`src/rtl/bram_frame_fifo_ctrl.sv`:
```
// Store-and-forward frame FIFO controller driving an external simple dual-port BRAM.
// Frames become visible to the reader only once their error-free last beat is committed.
module bram_frame_fifo_ctrl #(
  parameter int DATA_W = 8,
  parameter int ADDR_W = 11
) (
  input  logic              clk,
  input  logic              rst,
  input  logic              in_valid_i,
  input  logic [DATA_W-1:0] in_data_i,
  input  logic              in_last_i,
  input  logic              in_err_i,
  output logic              out_valid_o,
  input  logic              out_ready_i,
  output logic [DATA_W-1:0] out_data_o,
  output logic              out_last_o,
  output logic              bram_wr_en_o,
  output logic [ADDR_W-1:0] bram_wr_addr_o,
  output logic [DATA_W:0]   bram_wr_data_o,
  output logic [ADDR_W-1:0] bram_rd_addr_o,
  input  logic [DATA_W:0]   bram_rd_data_i,
  output logic [ADDR_W:0]   level_o,
  output logic [15:0]       drop_cnt_o
);
  localparam int PW = ADDR_W + 1;
  localparam logic [PW-1:0] DEPTH = PW'(1) << ADDR_W;

  typedef enum logic [1:0] {IDLE, FRAME, DROP} wstate_e;

  wstate_e          state_q, state_d;
  logic [PW-1:0]    wr_ptr_q, wr_ptr_d;
  logic [PW-1:0]    commit_q, commit_d;
  logic [PW-1:0]    rd_ptr_q;
  logic [15:0]      drop_cnt_q;
  logic             drop_inc;
  logic             space;

  logic [1:0][DATA_W:0] buf_q;
  logic             head_q;
  logic [1:0]       occ_q;
  logic             inflight_q;
  logic             pop, issue, wr_idx;

  // Space is judged against issued reads so a slot is never overwritten before it is fetched.
  assign space = (wr_ptr_q - rd_ptr_q) < DEPTH;

  always_comb begin
    state_d      = state_q;
    wr_ptr_d     = wr_ptr_q;
    commit_d     = commit_q;
    drop_inc     = 1'b0;
    bram_wr_en_o = 1'b0;
    case (state_q)
      IDLE, FRAME: begin
        if (in_valid_i) begin
          if (space) begin
            bram_wr_en_o = 1'b1;
            wr_ptr_d     = wr_ptr_q + PW'(1);
            if (!in_last_i) begin
              state_d = FRAME;
            end else if (!in_err_i) begin
              commit_d = wr_ptr_q + PW'(1);
              state_d  = IDLE;
            end else begin
              wr_ptr_d = commit_q;
              drop_inc = 1'b1;
              state_d  = IDLE;
            end
          end else begin
            wr_ptr_d = commit_q;
            drop_inc = 1'b1;
            state_d  = in_last_i ? IDLE : DROP;
          end
        end
      end
      DROP: if (in_valid_i && in_last_i) state_d = IDLE;
      default: state_d = IDLE;
    endcase
  end

  always_ff @(posedge clk or negedge rst) begin
    if (!rst) begin
      state_q    <= IDLE;
      wr_ptr_q   <= '0;
      commit_q   <= '0;
      drop_cnt_q <= '0;
    end else begin
      state_q  <= state_d;
      wr_ptr_q <= wr_ptr_d;
      commit_q <= commit_d;
      if (drop_inc && drop_cnt_q != 16'hFFFF) drop_cnt_q <= drop_cnt_q + 16'd1;
    end
  end

  assign bram_wr_addr_o = wr_ptr_q[ADDR_W-1:0];
  assign bram_wr_data_o = {in_last_i, in_data_i};

  // Read side: keep buffered + in-flight beats at most 2 so a returning read always has a slot.
  assign out_valid_o = (occ_q != 2'd0);
  assign pop         = out_valid_o & out_ready_i;
  assign issue       = (rd_ptr_q != commit_q) &&
                       (({1'b0, occ_q} + {2'b0, inflight_q}) <= (3'd1 + {2'b0, pop}));
  assign wr_idx      = head_q ^ occ_q[0];
  assign bram_rd_addr_o = rd_ptr_q[ADDR_W-1:0];
  assign out_data_o  = buf_q[head_q][DATA_W-1:0];
  assign out_last_o  = buf_q[head_q][DATA_W];

  always_ff @(posedge clk or negedge rst) begin
    if (!rst) begin
      rd_ptr_q   <= '0;
      buf_q      <= '0;
      head_q     <= 1'b0;
      occ_q      <= 2'd0;
      inflight_q <= 1'b0;
    end else begin
      inflight_q <= issue;
      if (issue) rd_ptr_q <= rd_ptr_q + PW'(1);
      if (inflight_q) buf_q[wr_idx] <= bram_rd_data_i;
      if (pop) head_q <= ~head_q;
      case ({inflight_q, pop})
        2'b10:   occ_q <= occ_q + 2'd1;
        2'b01:   occ_q <= occ_q - 2'd1;
        default: occ_q <= occ_q;
      endcase
    end
  end

  assign level_o    = commit_q - rd_ptr_q;
  assign drop_cnt_o = drop_cnt_q;
endmodule

```
`config.mk`:
```
export PLATFORM = sky130hd
export DESIGN_NAME = bram_frame_fifo_ctrl
export DESIGN_NICKNAME = d
export VERILOG_FILES = /design/src/rtl/bram_frame_fifo_ctrl.sv
export SDC_FILE = /design/constraint.sdc
export NUM_CORES = 1
export LEC_CHECK = 0
export CAP_MARGIN = 20
export CORE_AREA = 5 5 121 88
export CTS_CLUSTER_DIAMETER = 30
export DETAILED_ROUTE_END_ITERATION = 12
export DIE_AREA = 0 0 126 93
export HOLD_SLACK_MARGIN = 0.02
export PLACE_DENSITY = 0.78
export SYNTH_ARGS = -nofsm -noshare
export SYNTH_HDL_FRONTEND = slang
export SYNTH_SLANG_ARGS = --single-unit
```
`constraint.sdc`:
```
create_clock -name clk -period 3.7 [get_ports clk]
set_input_delay 0.555 -clock clk [delete_from_list [all_inputs] [get_ports clk]]
set_output_delay 0.555 -clock clk [all_outputs]
set_load 0.02 [all_outputs]
```
==> run metrics <==
maximum clock rate 0.2803 GHz; CTS Sinks 76; routability cong. 0.8655; Overall Power 6.065 mW; Synth Instances 476; DR vias/cell 5.444; Wirelength per Cell 16.65 um; Area growth, synth to finish 20.13%; Mapped Nets 529; power per cell area 1046 nW/um^2; Max VDD drop 0.0004377 V; grt ovf 0; CP Cell Sequence inv_1 -> ha_1 -> and2_1 -> a311oi_2 -> o41ai_1 -> a21oi_1 -> xnor2_1 -> clkdlybuf4s50_1; CP required 3140 ps; WP depth 8; clk buf depth 2; clock latency on the worst-skew pair 340 ps; Seq cells post-synth 76; CP Capture Type output port; Worst-Margin Slew 957.8 ps; First-pass DRT Iterations 4; total CTS buffers 9; CTS clk-pin slew, worst paths 60 ps; final net count 580; startpoint types flop; Netlist Area Pre-Place 4828 um^2; CP Data Arrival Time 3010 ps; top_reg_cell synth dfrtp_1; Top Ports 93; Final Hold Viols 0; number of enable flip-flop cells after synthesis 0; worst path buffer plus inverter count 2; Worst Skew 7.511 ps; max-cap violation count 0; # rows 30; GRT Total Usage 19.48%; first-pass GRT wire length 18.39 mm; largest net degree at the start of global routing 77; top fanout value on the critical path 7; Ys Warns 0; Synth area leaders dfrtp_1 (39%), xnor2_1 (7.6%), ha_1 (7.3%); Tmin final 3568 ps; worst-case reg-to-reg path depth 10; Die Width 126 um; status complete, no violations; post-route clock period utilization 96.44%; Final setup viols 0; asr flop ratio synth 100.0%; CORE AREA 9459 um^2; sequential fraction of the synthesis area 39.39%; mean post-synth cell area 10.14 um^2; Yosys top cell area share 39.39%; CTS tree yes; H-tree levels 3; initial antenna violation count 0; Routed Antenna Nets 0; vias in the first global route 3614; static leakage 2.535 nW; Slowest-stage cell, CP clkdlybuf4s50_1; worst hold margin 361.0 ps; Initial Util 51.04%; fraction of layout cells with a size suffix above 1 14.47%; Slew headroom 36.15%; Antenna diodes 0; Unique masters post-synth 57; WS Path Type reg2out; die area 11720 um^2; Slew Viols, Final 0; Crit path largest cell delay 620 ps; Detailed Route Iter0 Violations 262; Die Span Y 93 um; CP top delay family buffers and inverters; via count 3593; root buffer cell clkbuf_16; Hold WC Path Type in2async; Routed WL 10.99 mm; DRC 0; Synth area leader dfrtp_1; DP HPWL 8.178 mm; port bufs 76
[final cells by class]
| cell class | instances | area (um^2) |
|---|---|---|
| Multi-Input combinational cell | 330 | 2535 |
| Tap cell | 128 | 160.2 |
| Fill cell | 804 | 3659 |
| Clock buffer | 9 | 225.2 |
| Timing Repair Buffer | 82 | 804.5 |
| Clock inverter | 7 | 67.56 |
| Inverter | 28 | 105.1 |
| Sequential cell | 76 | 1903 |
[state kept, by name, indices dropped and copies added, names as in the netlist]
name and cells:
buf_q 18, state_q 2, drop_cnt_o 16, head_q 1, rd_ptr_q 12, wr_ptr_q 12
occ_q 2, inflight_q 1, commit_q 12
[power by group]
group | leakage (nW) | switching [mW] | internal [mW]
Clock | 0.149 | 0.342 | 0.519
Combinational | 1.44 | 1.89 | 1.75
Sequential | 0.942 | 0.398 | 1.16
[timing repair]
item	4_1_cts	5_1_grt
endpoints found under the setup margin	1	4
buffers inserted	0	0
resized for setup	1	4
endpoints found under the hold margin	0	0
hold buffers	0	0
[worst paths after layout]
path,startpoint,end,slack (ps)
setup / recovery,rd_ptr_q[4],level_o[11],130
hold / removal,rst,rd_ptr_q[0],360
setup reg to reg,rd_ptr_q[4],wr_ptr_q[10],750
hold reg to reg,state_q[1],state_q[0],460
max in group asynchronous,rst,rd_ptr_q[0],2700
min in group clk,state_q[1],state_q[0],460
[kinds of logic after synthesis]
logic type,count (synthesis),synth area share [%]
AND/OR/NAND/NOR,143,16.40
flip-flops,76,39.39
buffers and inverters,70,8.396
AO/OA/AOI/OAI,67,9.459
XOR/XNOR,54,9.951
multiplexers,36,8.318
adder cells (fa/ha/maj),30,8.085
[placed cells by master, fill, tap and decap left out, drive strengths merged, types with 11 or more instances in the layout]
cell type,count
o21ai,25
xnor2,42
nor2,15
ha,28
inv,28
nand4,13
mux2,30
and3,14
xor2,12
nand3,11
nand2,45
clkdlybuf4s50,73
dfrtp,76
a21oi,17
[per-stage QoR]
step | std cells | utilization [%] | setup TNS, ps | instance area, um^2 | setup WS, ps
floorplan | 476 | - | 0 | 4828 | 967.2
global placement | 644 | 58.06 | 0 | 5492 | 471.5
detailed placement | 644 | 58.06 | 0 | 5492 | 363.2
CTS | 660 | 61.14 | 0 | 5783 | 11.82
global route | 660 | 61.32 | -28.66 | 5801 | -16.85
finish | 660 | 61.32 | 0 | 5801 | 131.8
[per-layer routing]
metal  track usage, %  routed length [um]
met1            28.04                5448
met3            6.336                 702
met2            28.72                4723
met4            4.375                 118
met5                0                   0
[Yosys cell counts (all sizes together), types with 6 or more instances]
library cell  number
xor2              12
and2               6
nand2             45
nor2              15
ha                28
a22oi              6
nor2b              9
nor3               9
dfrtp             76
xnor2             42
mux2              30
and3              14
nand3             11
nand4             13
buf               38
a21oi             17
inv               28
o21ai             25
mux2i              6
Power figures use the tool's default switching activity.
